==> src/rtl/elevator_pkg.sv <==
// Shared elevator call types: floor code, direction encoding, queued call record, FSM states.
// Latency: n/a (types and helpers only).
// Backpressure: n/a.
package elevator_pkg;

    localparam int FLOOR_W = 3;

    typedef logic [FLOOR_W-1:0] floor_t;

    localparam logic DIR_UP   = 1'b1;
    localparam logic DIR_DOWN = 1'b0;

    typedef struct packed {
        floor_t src;
        floor_t dest;
        logic   dir;
    } call_t;

    typedef enum logic [1:0] {
        IDLE   = 2'd0,
        SETUP  = 2'd1,
        STROBE = 2'd2,
        GAP    = 2'd3
    } tx_state_t;

    function automatic logic call_dir(input floor_t src, input floor_t dest);
        return (dest > src) ? DIR_UP : DIR_DOWN;
    endfunction

endpackage

==> src/rtl/call_fifo.sv <==
// Synchronous FIFO of call_t; exposes every slot with a live mask for duplicate lookup.
// Latency: push visible at head the cycle after the write edge.
// Backpressure: push ignored when full, pop ignored when empty; same-cycle push+pop keeps count.
module call_fifo
    import elevator_pkg::*;
#(
    parameter int DEPTH = 4
) (
    input  logic                     clk,
    input  logic                     rst_n,
    input  logic                     push,
    input  call_t                    push_dat,
    input  logic                     pop,
    output call_t                    head,
    output logic                     full,
    output logic                     empty,
    output logic [$clog2(DEPTH):0]   count,
    output call_t [DEPTH-1:0]        entries,
    output logic  [DEPTH-1:0]        entry_vld
);

    localparam int PW = $clog2(DEPTH);

    call_t [DEPTH-1:0] mem;
    logic  [PW-1:0]    wr_ptr;
    logic  [PW-1:0]    rd_ptr;
    logic              do_push;
    logic              do_pop;

    assign full    = (count == (PW+1)'(DEPTH));
    assign empty   = (count == '0);
    assign do_push = push && !full;
    assign do_pop  = pop && !empty;
    assign head    = mem[rd_ptr];
    assign entries = mem;

    always_ff @(posedge clk) begin
        if (do_push) begin
            mem[wr_ptr] <= push_dat;
        end
    end

    always_ff @(posedge clk or negedge rst_n) begin
        if (!rst_n) begin
            wr_ptr <= '0;
            rd_ptr <= '0;
            count  <= '0;
        end else begin
            if (do_push) begin
                wr_ptr <= wr_ptr + PW'(1);
            end
            if (do_pop) begin
                rd_ptr <= rd_ptr + PW'(1);
            end
            case ({do_push, do_pop})
                2'b10:   count <= count + (PW+1)'(1);
                2'b01:   count <= count - (PW+1)'(1);
                default: count <= count;
            endcase
        end
    end

    // Slot i is live when its distance from the read pointer is below the occupancy.
    always_comb begin
        entry_vld = '0;
        for (int i = 0; i < DEPTH; i++) begin
            entry_vld[i] = ((PW+1)'(PW'(i) - rd_ptr) < count);
        end
    end

endmodule

==> src/rtl/call_request_tx.sv <==
// Queues panel calls and presents them one at a time to the controller with a set_clk strobe.
// Latency: accept edge N -> SETUP at N+1 -> set_clk at N+2; strobe period 1+STROBE_CYC+GAP_CYC.
// Backpressure: req_ready = !full; optional DUP_FILTER_EN drops calls already queued or in flight.
module call_request_tx
    import elevator_pkg::*;
#(
    parameter int NUM_FLOORS = 6,
    parameter int FIFO_DEPTH = 4,
    parameter int STROBE_CYC = 1,
    parameter int GAP_CYC    = 25
) (
    input  logic                          clk,
    input  logic                          rst_n,
    input  logic                          req_valid,
    output logic                          req_ready,
    input  logic [FLOOR_W-1:0]            req_src,
    input  logic [FLOOR_W-1:0]            req_dest,
    output logic                          req_err,
    output logic [$clog2(FIFO_DEPTH):0]   pending,
    output logic                          set_clk,
    output logic [FLOOR_W-1:0]            src_input,
    output logic [FLOOR_W-1:0]            dest_input,
    output logic                          direction_input,
    output logic                          busy
);

    localparam int     CNT_MAX   = (GAP_CYC > STROBE_CYC) ? GAP_CYC : STROBE_CYC;
    localparam int     CNT_W     = $clog2(CNT_MAX) + 1;
    localparam floor_t MAX_FLOOR = floor_t'(NUM_FLOORS - 1);

    tx_state_t                 state, state_n;
    logic [CNT_W-1:0]          cnt, cnt_n;
    logic                      pop;
    logic                      load;
    logic                      hs;
    logic                      call_ok;
    logic                      dup;
    logic                      push;
    logic                      full;
    logic                      empty;
    call_t                     head;
    call_t                     push_dat;
    call_t [FIFO_DEPTH-1:0]    entries;
    logic  [FIFO_DEPTH-1:0]    entry_vld;
    logic                      unused_dup;

    assign req_ready = !full;
    assign hs        = req_valid && req_ready;
    assign call_ok   = (req_src != req_dest) && (req_src <= MAX_FLOOR) && (req_dest <= MAX_FLOOR);
    assign push      = hs && call_ok && !dup;
    assign push_dat  = '{src: req_src, dest: req_dest, dir: call_dir(req_src, req_dest)};
    assign busy      = (state != IDLE);
    assign set_clk   = (state == STROBE);
    assign unused_dup = ^{entries, entry_vld};

`ifdef DUP_FILTER_EN
    // Output registers hold the in-flight call whenever the FSM is away from IDLE.
    always_comb begin
        dup = busy && (src_input == req_src) && (dest_input == req_dest);
        for (int i = 0; i < FIFO_DEPTH; i++) begin
            if (entry_vld[i] && (entries[i].src == req_src) && (entries[i].dest == req_dest)) begin
                dup = 1'b1;
            end
        end
    end
`else
    assign dup = 1'b0;
`endif

    call_fifo #(
        .DEPTH (FIFO_DEPTH)
    ) u_fifo (
        .clk       (clk),
        .rst_n     (rst_n),
        .push      (push),
        .push_dat  (push_dat),
        .pop       (pop),
        .head      (head),
        .full      (full),
        .empty     (empty),
        .count     (pending),
        .entries   (entries),
        .entry_vld (entry_vld)
    );

    always_ff @(posedge clk or negedge rst_n) begin
        if (!rst_n) begin
            state           <= IDLE;
            cnt             <= '0;
            req_err         <= 1'b0;
            src_input       <= '0;
            dest_input      <= '0;
            direction_input <= 1'b0;
        end else begin
            state   <= state_n;
            cnt     <= cnt_n;
            req_err <= hs && !(call_ok && !dup);
            if (load) begin
                src_input       <= head.src;
                dest_input      <= head.dest;
                direction_input <= head.dir;
            end
        end
    end

    // The last GAP cycle launches the next SETUP directly so the period has no idle bubble.
    always_comb begin
        state_n = state;
        cnt_n   = cnt;
        pop     = 1'b0;
        load    = 1'b0;
        case (state)
            IDLE: begin
                if (!empty) begin
                    pop     = 1'b1;
                    load    = 1'b1;
                    state_n = SETUP;
                end
            end
            SETUP: begin
                cnt_n   = '0;
                state_n = STROBE;
            end
            STROBE: begin
                if (cnt == CNT_W'(STROBE_CYC - 1)) begin
                    cnt_n   = '0;
                    state_n = GAP;
                end else begin
                    cnt_n = cnt + CNT_W'(1);
                end
            end
            GAP: begin
                if (cnt == CNT_W'(GAP_CYC - 1)) begin
                    cnt_n = '0;
                    if (!empty) begin
                        pop     = 1'b1;
                        load    = 1'b1;
                        state_n = SETUP;
                    end else begin
                        state_n = IDLE;
                    end
                end else begin
                    cnt_n = cnt + CNT_W'(1);
                end
            end
            default: state_n = IDLE;
        endcase
    end

endmodule

==> config.mk <==
export PLATFORM = sky130hd
export DESIGN_NAME = call_request_tx
export DESIGN_NICKNAME = d
export VERILOG_FILES = /design/src/rtl/elevator_pkg.sv /design/src/rtl/call_fifo.sv /design/src/rtl/call_request_tx.sv
export SDC_FILE = /design/constraint.sdc
export NUM_CORES = 1
export LEC_CHECK = 0
export CAP_MARGIN = 5
export CORE_MARGIN = 1
export CORE_UTILIZATION = 53
export CTS_BUF_LIST = sky130_fd_sc_hd__clkbuf_8
export CTS_CLUSTER_DIAMETER = 40
export DETAILED_ROUTE_END_ITERATION = 7
export PLACE_DENSITY = 0.78
export RECOVER_POWER = 25
export REMOVE_ABC_BUFFERS = 1
export SYNTH_ARGS = -nofsm -noshare
export SYNTH_HDL_FRONTEND = slang
export SYNTH_SLANG_ARGS = --single-unit
==> constraint.sdc <==
create_clock -name clk -period 2.75 [get_ports clk]
set_input_delay 0.4125 -clock clk [delete_from_list [all_inputs] [get_ports clk]]
set_output_delay 0.4125 -clock clk [all_outputs]
set_load 0.05 [all_outputs]
==> impl_metrics.py, run 1 <==
metrics = {
    "global_routing": {
        "busiest_layer": "met2",
        "grt_pass1_vias": 1418,
        "met1_usage_pct": 25.5,
        "antenna_found_initial": 0,
        "grt_overflow": 0,
        "grt_pass1_wl_um": 6780,
        "track_usage_pct": 20.6,
        "use_met3_pct": 5.92,
        "use_met2_pct": 34.1,
        "grt_max_degree": 24,
    },
    "sta": {
        "fin_crit_ps": 2670,
        "timing.fmax_mhz": 374,
        "skew_ps": 4.35,
        "setup_tns_ps": 0,
        "slew_headroom_pct": 13.5,
        "worst_slack_ps": 79.7,
        "rsz0062_at_grt": "true",
        "fin_crit_sh_pct": 97.1,
        "setup_viol": 0,
        "drv_slew": 0,
        "hold_violations": 0,
        "worst-slew-pin-transition_ps": 1300,
    },
    "critical_path": {
        "setup.worst_path.class": "reg2reg",
        "max_stage_delay_ps": 410,
        "critPathArrivalTime_ps": 2900,
        "setup.worst_path.start_class": "flop",
        "timing.rr.start": "cnt[0]",
        "r2r_cells": 12,
        "slowest_stage": "or3_4",
        "r2r_setup_slack_ps": 80,
        "path_cells": "inv_2 -> ha_4 -> or3b_4 -> o21a_1 -> or3_4 -> inv_4 -> ha_4 -> inv_2 -> fa_2 -> xor2_1 -> nor2_1 -> xor2_1",
        "timing.rr.end": "u_fifo.count[2]",
        "crit_required_ps": 2980,
        "crit_fanout": 3,
        "cp-end-kind": "flop",
    },
    "clock_network": {
        "max-clock-path-buffers": 2,
        "cts_tree": "built",
        "cts-root-buf": "clkbuf_8",
        "htree_levels": 2,
        "path_clk_slew_ps": 90,
        "cts_made_buffers": 5,
        "ctsHoldBuffers": 0,
        "cts.sinks": 51,
        "clkLatencyLatePin_ps": 310,
    },
    "synth": {
        "synth.ff_latch_count": 51,
        "synth.most_common_cell": "edfxtp_1",
        "yosysWarnings": 0,
        "synth_ff_type": "edfxtp_1",
        "synthTopCellsByArea": "edfxtp_1 35%, dfrtp_1 24%, ha_1 7.4%",
        "synth_common_cells": "28 x edfxtp_1, 23 x dfrtp_1, 15 x inv_1, 14 x ha_1, 10 x nand2_1",
        "synth.top_cell.area_share_pct": 35.5,
        "synthCells": 168,
        "synth.distinct_cells": 38,
        "yosysTopAreaCell": "edfxtp_1",
        "synth-edff-count": 28,
        "async_flop_share_pct": 45.1,
        "syn_area_per_cell_um2": 14.1,
        "yosysSeqAreaShare_pct": 59.8,
        "syn_area_um2": 2370,
    },
    "layout": {
        "diodes": 0,
        "final_cell_area_um2": 2980,
        "final_layout_size_suffix_gt1_share_pct": 26.3,
        "syn_to_final_growth_pct": 25.6,
        "postLayoutCoreUtil_pct": 71.8,
        "n_fill_cell": 275,
        "nNetsFinal": 236,
    },
    "placed_design": {
        "gp_congestion": 0.763,
        "portBuffers": 22,
        "post_dp_cell_area_um2": 2790,
        "dp_slack_ps": -159,
        "dpl.hpwl_um": 3000,
    },
    "run_status": {
        "status": "completed",
    },
    "power_and_ir_drop": {
        "power.leakage_nw": 1.24,
        "power_density_nw_per_um2": 1150,
        "ir_drop_uv": 632,
    },
    "route": {
        "drt_first_pass_iters": 4,
        "routedWlPerCell_um": 16.2,
        "routed_wl_um": 4260,
        "drtAntennaViolNets": 0,
        "viasPerCell": 5.42,
        "drc": 0,
        "route.vias.total": 1425,
        "drt_iter0_drc": 60,
    },
    "die": {
        "fp-row-count": 23,
        "coreArea_um2": 4140,
        "die_y_um": 68.9,
        "initial_utilization_pct": 57.2,
        "io_pins": 23,
        "dieArea_um2": 4740,
        "die_w_um": 68.9,
    },
    "hold_path": {
        "min_from": "dest_input[2]",
        "worstHoldPathType": "reg2reg",
        "hold_depth": 1,
        "hold_end": "dest_input[2]",
    },
    "job": {
        "drv_cap": 0,
    },
}
logic make-up (layout without fill, tap and decap cells):
family	count (synthesis)	in the layout	synth area share, %
DFF	51	51	59.8
xor gates and xnor gates	6	6	2.22
adders and majority gates	15	15	8.24
muxes	16	16	12.0
and+or+nand+nor	34	34	7.71
buffers and inverters	23	68	4.01
AOI/OAI and AO/OA	23	23	6.02
state kept, by name, indices dropped and copies added, names as in the netlist:
register and count:
src_input 3, state 2, u_fifo.entries 28, u_fifo.count 3, cnt 6, u_fifo.wr_ptr 2, dest_input 3, direction_input 1
u_fifo.rd_ptr 2, req_err 1
worst max-delay path by stage:
| stage | startpoint | slack [ps] | endpoint |
|---|---|---|---|
| after floorplan | state[0] | -470 | u_fifo.count[2] |
| after global placement | req_dest[0] | -110 | u_fifo.count[1] |
| after detailed placement | req_dest[0] | -160 | u_fifo.count[1] |
| after CTS | cnt[0] | 3 | u_fifo.count[2] |
| after global routing | cnt[0] | -50 | u_fifo.count[2] |
| final | cnt[0] | 80 | u_fifo.count[2] |
per-layer routing:
layer / part of all wire, % / wire, um
met2: 52 / 2230
met3: 3.1 / 133
met5: 0 / 0
met1: 43 / 1840
met4: 1.4 / 59
repair_timing:
item / 4_1_cts / 5_1_grt
endpoints found under the setup margin: 1 / 1
pin swaps: 0 / 5
setup buffers: 1 / 2
resized for setup: 2 / 9
stage by stage:
step,hold slack [ps],instances,power (mW)
after CTS,467,261,3.37
after detailed placement,503,252,2.73
after global routing,550,263,3.63
final,526,263,3.44
after floorplan,117,161,2.22
after global placement,497,252,2.65
final cells by class:
| type | count | area (um2) | share of cell area (%) |
|---|---|---|---|
| Clock buffer | 5 | 68.8 | 2.31 |
| Clock inverter | 3 | 67.6 | 2.27 |
| Multi-Input combinational cell | 94 | 891 | 29.9 |
| Sequential cell | 51 | 1420 | 47.6 |
| Timing Repair Buffer | 44 | 407 | 13.7 |
| Tap cell | 50 | 62.6 | 2.10 |
| Inverter | 16 | 62.6 | 2.10 |
cells in the final DEF (no fill, tap or decap), types with 3 or more instances in the layout:
cell	Yosys	routed
edfxtp_1	28	28
mux4_2	7	7
nor3_1	3	3
nand2_1	10	10
dfrtp_1	23	23
clkbuf_8	0	5
xor2_1	3	3
inv_2	0	3
nand3_1	6	6
mux2_4	7	7
xnor2_1	3	3
a21oi_1	6	6
o21ai_0	7	7
buf_4	0	19
inv_1	15	11
and2_1	4	4
ha_1	14	12
clkdlybuf4s50_1	0	20
report_power, final:
group | switching [mW] | internal (mW)
Combinational | 0.884 | 0.768
Clock | 0.248 | 0.363
Sequential | 0.170 | 1.00
worst max-delay path: cells and delay by family (launching register included):
kind	cells	cell delay (ps)
fa+ha+maj	3	610
flops	1	400
buf+inv	3	200
xor+xnor	2	290
simple gates	3	910
compound gates	1	190
Power figures use the tool's default switching activity.
==> run 2, diff against run 1 <==
--- a/config.mk
+++ b/config.mk
@@ -5,9 +5,9 @@
 export SDC_FILE = /design/constraint.sdc
 export NUM_CORES = 1
 export LEC_CHECK = 0
-export CAP_MARGIN = 5
+export CAP_MARGIN = 20
 export CORE_MARGIN = 1
-export CORE_UTILIZATION = 53
+export CORE_UTILIZATION = 54
 export CTS_BUF_LIST = sky130_fd_sc_hd__clkbuf_8
 export CTS_CLUSTER_DIAMETER = 40
 export DETAILED_ROUTE_END_ITERATION = 7
@@ -16,4 +16,5 @@
 export REMOVE_ABC_BUFFERS = 1
 export SYNTH_ARGS = -nofsm -noshare
 export SYNTH_HDL_FRONTEND = slang
+export SYNTH_HIERARCHICAL = 1
 export SYNTH_SLANG_ARGS = --single-unit
==> run 2 against run 1 <==
  * Hold slack worse by 8.5 ps
  * Critical path type is now in2reg
  * Critical path depth decreased by 1
  * Synthesized cell count grew 3.6%
  * Via count is 3.4% higher
  * Wire length is 3.2% lower
  * Non-clock buffer count is 1 lower
  * First-iteration DRC count shrank 8.3%
  * Area after synthesis rose by 2.4%
  * Final area decreased by 0.38%
  * Setup slack worse by 6.5 ps
==> impl_metrics.py, run 2 <==
metrics = {
    "critical_path": {
        "timing.rr.end": "u_fifo/count[2]",
        "cp-end-kind": "flop",
        "setup.worst_path.class": "in2reg",
        "crit_required_ps": 2970,
        "critPathCapture": "u_fifo/count[1]",
        "startpoint": "req_src[0]",
        "critPathArrivalTime_ps": 2890,
        "timing.rr.start": "cnt[0]",
        "crit_fanout": 2,
        "r2r_cells": 14,
        "r2r_setup_slack_ps": 110,
        "setup.worst_path.start_class": "input pin",
    },
    "die": {
        "die_w_um": 69.0,
        "io_pins": 23,
        "fp-row-count": 24,
        "dieArea_um2": 4760,
        "initial_utilization_pct": 56.1,
        "coreArea_um2": 4320,
        "die_y_um": 69.0,
    },
    "layout": {
        "syn_to_final_growth_pct": 22.2,
        "final_common_cell": "edfxtp_1",
        "n_fill_cell": 312,
        "nNetsFinal": 242,
        "seqCellArea_um2": 1420,
        "postLayoutCoreUtil_pct": 68.5,
        "diodes": 0,
        "final_cell_mix": "28 x edfxtp_1, 23 x dfrtp_1, 20 x buf_4",
        "multi_input_area_um2": 933,
        "final_layout_size_suffix_gt1_share_pct": 28.0,
        "largest_reg_flops": 28,
    },
    "hold_path": {
        "min_from": "dest_input[1]",
        "worstHoldPathType": "reg2reg",
    },
    "route": {
        "drc": 0,
        "routed_wl_um": 4130,
        "drt_iter0_drc": 55,
        "drt_first_pass_iters": 4,
        "route.vias.total": 1473,
        "routedWlPerCell_um": 15.3,
        "drtAntennaViolNets": 0,
        "viasPerCell": 5.46,
    },
    "global_routing": {
        "antenna_found_initial": 0,
        "track_usage_pct": 18.5,
        "grt_pass1_vias": 1549,
        "grt_max_degree": 24,
        "grt_overflow": 0,
        "grt_pass1_wl_um": 6930,
    },
    "sta": {
        "hold_ws_ps": 518,
        "worst_slack_ps": 73.3,
        "fin_crit_ps": 2680,
        "drv_slew": 0,
        "hold_violations": 0,
        "skew_ps": 6.58,
        "timing.fmax_mhz": 374,
        "rsz0062_at_grt": "true",
        "fin_crit_sh_pct": 97.3,
        "slew_headroom_pct": 12.8,
        "worst-slew-pin-transition_ps": 1310,
        "setup_viol": 0,
    },
    "synth": {
        "syn_area_per_cell_um2": 13.9,
        "synthCells": 174,
        "syn_area_um2": 2430,
        "yosysWarnings": 6,
    },
    "placed_design": {
        "dp_slack_ps": -366,
        "portBuffers": 22,
        "gp_congestion": 0.671,
        "dpl.hpwl_um": 2980,
    },
    "clock_network": {
        "cts.sinks": 51,
        "cts_tree": "built",
        "htree_levels": 2,
        "cts-root-buf": "clkbuf_8",
        "path_clk_slew_ps": 90,
        "cts_made_buffers": 5,
        "max-clock-path-buffers": 2,
        "clkLatencyLatePin_ps": 300,
    },
    "power_and_ir_drop": {
        "ir_drop_uv": 565,
        "power.leakage_nw": 1.25,
        "power_density_nw_per_um2": 1080,
    },
    "job": {
        "drv_cap": 0,
    },
    "run_status": {
        "status": "completed",
    },
}
run 2: cell types whose count changed in the layout (fill, tap and decap cells not counted), moves of 2 or more:
cell / delta
and2_1: -4
o21a_1: -2
xor2_1: -2
buf_12: -2
inv_1: +7
a221oi_1: -2
and3_1: +4
bufinv_16: -2
run 2: worst min path at each step:
stage / to / cells after the start
5_1_grt: direction_input / 1
2_1_floorplan: cnt[0] / 0
3_3_place_gp: src_input[1] / 1
6_report: dest_input[1] / 1
4_1_cts: dest_input[0] / 2
3_5_place_dp: direction_input / 1
run 2: area by class of cell:
cell class	instances	area share, %
Timing Repair Buffer	43	12.6
Multi-Input combinational cell	93	31.5
Tap cell	52	2.20
Sequential cell	51	47.8
Clock buffer	5	2.32
Inverter	23	2.91
Clock inverter	3	0.675
run 2: metal layers:
metal | GRT usage, % | vias to the layer above | routed length (um) | part of all wire (%)
met5 | 0 | - | 0 | 0
met4 | 8.39 | 0 | 89 | 2.2
met3 | 5.12 | 8 | 131 | 3.2
met2 | 30.5 | 35 | 2180 | 53
met1 | 22.8 | 728 | 1720 | 42
li1 | - | 702 | - | -
run 2: power breakdown:
part	switching (mW)	internal [mW]
clock network	0.240	0.177
logic	0.836	0.753
registers	0.186	0.999
total	1.26	1.93
run 2: worst max-delay path: stages:
cell and delay [ps]:
dlygate4sd3_1 560, ha_1 300, and3_1 190, a221oi_2 220, and3_1 220, and2_4 140
inv_1 40, ha_2 170, inv_2 60, fa_2 420, o21ai_0 160
run 2: stage by stage:
| step | cells | cell area [um2] | total power, mW | TNS [ps] |
|---|---|---|---|---|
| floorplan | 167 | 2380 | 2.24 | -120 |
| global placement | 257 | 2790 | 2.62 | -433 |
| detailed placement | 257 | 2790 | 2.69 | -876 |
| CTS | 265 | 2880 | 3.11 | 0 |
| global route | 270 | 2960 | 3.39 | -79.8 |
| finish | 270 | 2960 | 3.19 | 0 |
run 2: timing repair:
item                                    in CTS  in global routing
resized for setup                            1                 14
hold buffers                                 0                  0
setup buffers                                0                  5
cloned                                       0                  0
endpoints found under the setup margin       2                  2
hold endpoints to repair                     0                  0
pin swaps                                    0                  7
==> RTL edit 1 (flow settings as in run 1) <==
The package constant `FLOOR_W` goes from 3 to 6.
--- a/src/rtl/elevator_pkg.sv
+++ b/src/rtl/elevator_pkg.sv
@@ -3,7 +3,7 @@
 // Backpressure: n/a.
 package elevator_pkg;
 
-    localparam int FLOOR_W = 3;
+    localparam int FLOOR_W = 6;
 
     typedef logic [FLOOR_W-1:0] floor_t;
 
Interface: changed (resized dest_input, req_dest, req_src and src_input); port bits go from 23 to 35. No check against the original RTL was run, so the function may have changed too.
==> RTL edit 1 against run 1 <==
The run now ends with DRC, capacitance limit, slew limit left. Wire length is 51% higher. Sequential share of layout area is 4.2 points higher. Sequential cell count is 30 higher. Critical endpoint unchanged. First-iteration DRC count is 55% higher. Power is 30% higher. Setup slack worse by 0.034 ns. Largest power group unchanged. Area after synthesis is 51% higher. Final area is 48% higher.
==> RTL edit 1: results (changes against run 1) <==
[timing]
hold_ws_ns=0.515  ; was 0.526 ns
slew_violations=30  ; was 0
worstMarginPinSlew_ns=1.60  ; was 1.30 ns

[placement]
pre_cts_slack_ns=-0.129  ; was -0.159 ns
dp_hpwl_um=4400  ; was 3000 µm
dpl-instance-area_um2=4200  ; was 2790 µm²

[clock_tree]
cts_htree_levels=3  ; was 2
cts_resized=4  ; was 2

[finish]
largest_reg_flops=52  ; was 28
seqCellArea_um2=2290  ; was 1420 µm²
drive_above_1_share=0.291  ; was 0.263

[logic_synthesis]
synth_compound_area_frac=0.0492  ; was 0.0602
yosys-top-cells-area=edfxtp_1, dfrtp_1, mux4_2, ha_1, mux2_4  ; was edfxtp_1, dfrtp_1, ha_1, mux4_2, mux2_4
synth-async-reset-ratio=0.358  ; was 0.451
synth_common_cells=edfxtp_1, dfrtp_1, inv_1, ha_1, mux4_2  ; was edfxtp_1, dfrtp_1, inv_1, ha_1, nand2_1
synth.mux.area_fraction=0.140  ; was 0.120
avgSynthCellArea_um2=16.3  ; was 14.1 µm²
synth_fa_ha_area_frac=0.0649  ; was 0.0824
ys_types=47  ; was 38
synth_xor_area_frac=0.0147  ; was 0.0222

[worst_setup_path]
slowest_stage=dfrtp_1  ; was or3_4
crit_path_max_fanout=2  ; was 3

[power]
power_clock_mw=0.860  ; was 0.611 mW
leakage_nw=1.77  ; was 1.24 nW
power_frac_seq=0.373  ; was 0.341

[status]
violations=DRC, capacitance limit, slew limit
status=finished with violations  ; was finished, final reports clean

[grt]
grt_max_degree=30  ; was 24
grt.total_usage=0.209  ; was 0.206

[route]
drc=6  ; was 0
drt-initial-drc-count=93  ; was 60
dr.pass1.iters=6  ; was 4
vias=2013  ; was 1,425

[run]
maxCapViolations=1  ; was 0

-- RTL edit 1: cell count changes in the layout (fill, tap and decap cells not counted), moves of 4 or more --
cell / before / now
dfrtp_1: 23 / 29
dlygate4sd3_1: 2 / 6
mux4_2: 7 / 13
ha_1: 12 / 16
inv_1: 11 / 19
edfxtp_1: 28 / 52
mux2_2: 2 / 7
clkdlybuf4s50_1: 20 / 28
clkbuf_8: 5 / 9
buf_4: 19 / 31
nand3_1: 6 / 2
-- RTL edit 1: layout make-up --
| class | count | share of cell area |
|---|---|---|
| inverters | 21 | 0.0179 |
| clock inverters | 7 | 0.0159 |
| multi-input cells | 112 | 0.267 |
| repair buffers | 66 | 0.131 |
| clock buffers | 9 | 0.0281 |
| well taps | 77 | 0.0218 |
| flip-flops and latches | 81 | 0.518 |
-- RTL edit 1: metal layers --
layer,vias to the layer above,track usage,wire (µm)
li1,968,-,-
met1,990,0.265,2860
met2,40,0.342,3190
met3,15,0.0442,264
met4,0,0.110,144
met5,-,0,0
==> RTL edit 2 (config.mk and constraints of run 1) <==
Without the edit above. Reset style: synchronous (`rst_n`), changed in 2 clocked blocks.
--- a/src/rtl/call_fifo.sv
+++ b/src/rtl/call_fifo.sv
@@ -40,7 +40,7 @@
         end
     end
 
-    always_ff @(posedge clk or negedge rst_n) begin
+    always_ff @(posedge clk) begin
         if (!rst_n) begin
             wr_ptr <= '0;
             rd_ptr <= '0;
--- a/src/rtl/call_request_tx.sv
+++ b/src/rtl/call_request_tx.sv
@@ -83,7 +83,7 @@
         .entry_vld (entry_vld)
     );
 
-    always_ff @(posedge clk or negedge rst_n) begin
+    always_ff @(posedge clk) begin
         if (!rst_n) begin
             state           <= IDLE;
             cnt             <= '0;
Check against the original RTL: differs if rst_n is asserted again (counterexample within 4 cycles, from zero or initial values and one cycle with rst_n low); with rst_n held inactive, the same outputs for 10 cycles.
==> RTL edit 2 against run 1 <==
Setup slack better by 0.073 ns. Combinational power down 21%. Sequential cell count unchanged. Register-to-register slack better by 0.17 ns. Final area down 2.5%. Wire length up 3.0%. Worst hold slack worse by 0.058 ns. Area after synthesis up 4.2%. Power down 17%.
==> RTL edit 2: results (changes against run 1) <==
[logic_synthesis]
synth.mux.area_fraction=0.0760  ; was 0.120
synth_fa_ha_area_frac=0.0790  ; was 0.0824
synth_xor_area_frac=0.0106  ; was 0.0222
ys_types=52  ; was 38
synth_top_area_frac=0.340  ; was 0.355
ys_seq_area_frac=0.527  ; was 0.598
synth_common_cells=edfxtp_1, dfxtp_1, inv_1, nand2_1, ha_1  ; was edfxtp_1, dfrtp_1, inv_1, ha_1, nand2_1

[placement]
dp_hpwl_um=3170  ; was 3000 µm
pre_cts_slack_ns=-0.166  ; was -0.159 ns
gp_congestion=0.759  ; was 0.763

[worst_setup_path]
crit_path_max_fanout=2  ; was 3
slowest_stage=clkdlybuf4s50_1  ; was or3_4
reg2reg_depth=11  ; was 12
startpoint=req_src[1]  ; was cnt[0]
r2r-start=cnt[0]  ; unchanged

[finish]
multi_input_gates=126  ; was 94
multi_input_area_share=0.359  ; was 0.299
nets=263  ; was 236
drive_above_1_share=0.183  ; was 0.263

[timing]
fin_ws_ns=0.153  ; was 0.0797 ns

[clock_tree]
cts_setup_buffers=0  ; was 1

[route]
wl_met2_um=2170  ; was 2230 µm
wl_per_cell_um=15.0  ; was 16.2 µm

[grt]
use_met3=0.0390  ; was 0.0592
gr-usage-met2=0.316  ; was 0.341
grt_pass1_vias=1600  ; was 1,418
grt_use_met1=0.281  ; was 0.255

[power]
leakage_nw=1.06  ; was 1.24 nW

[status]
status=finished, final reports clean  ; unchanged

[min_path]
hold_depth=2  ; was 1

-- RTL edit 2: cell count changes in the layout (fill, tap and decap cells not counted), moves of 5 or more --
cell      delta
dfrtp_1     -23
nor2_1       +5
mux2_4       -7
inv_1        +6
nand2_1      +7
clkbuf_1     +5
nand4_1      +8
dfxtp_1     +23
buf_4       -10
o21ai_2      +9
-- RTL edit 2: cell families after synthesis --
kind of cell / Yosys count
XOR/XNOR: 3
multiplexers: 10
AND/OR/NAND/NOR: 63
buffers and inverters: 28
flip-flops: 51
adder cells (fa/ha/maj): 15
AO/OA/AOI/OAI: 35
-- RTL edit 2: per-stage QoR --
step	utilization	instances	instance area, µm²	TNS, ns
final	0.657	292	2900	0
after detailed placement	0.635	284	2800	-0.166
after CTS	0.662	292	2920	0
after floorplan	-	195	2410	-0.0852
after global placement	0.635	284	2800	-0.0838
after global routing	0.657	292	2900	0
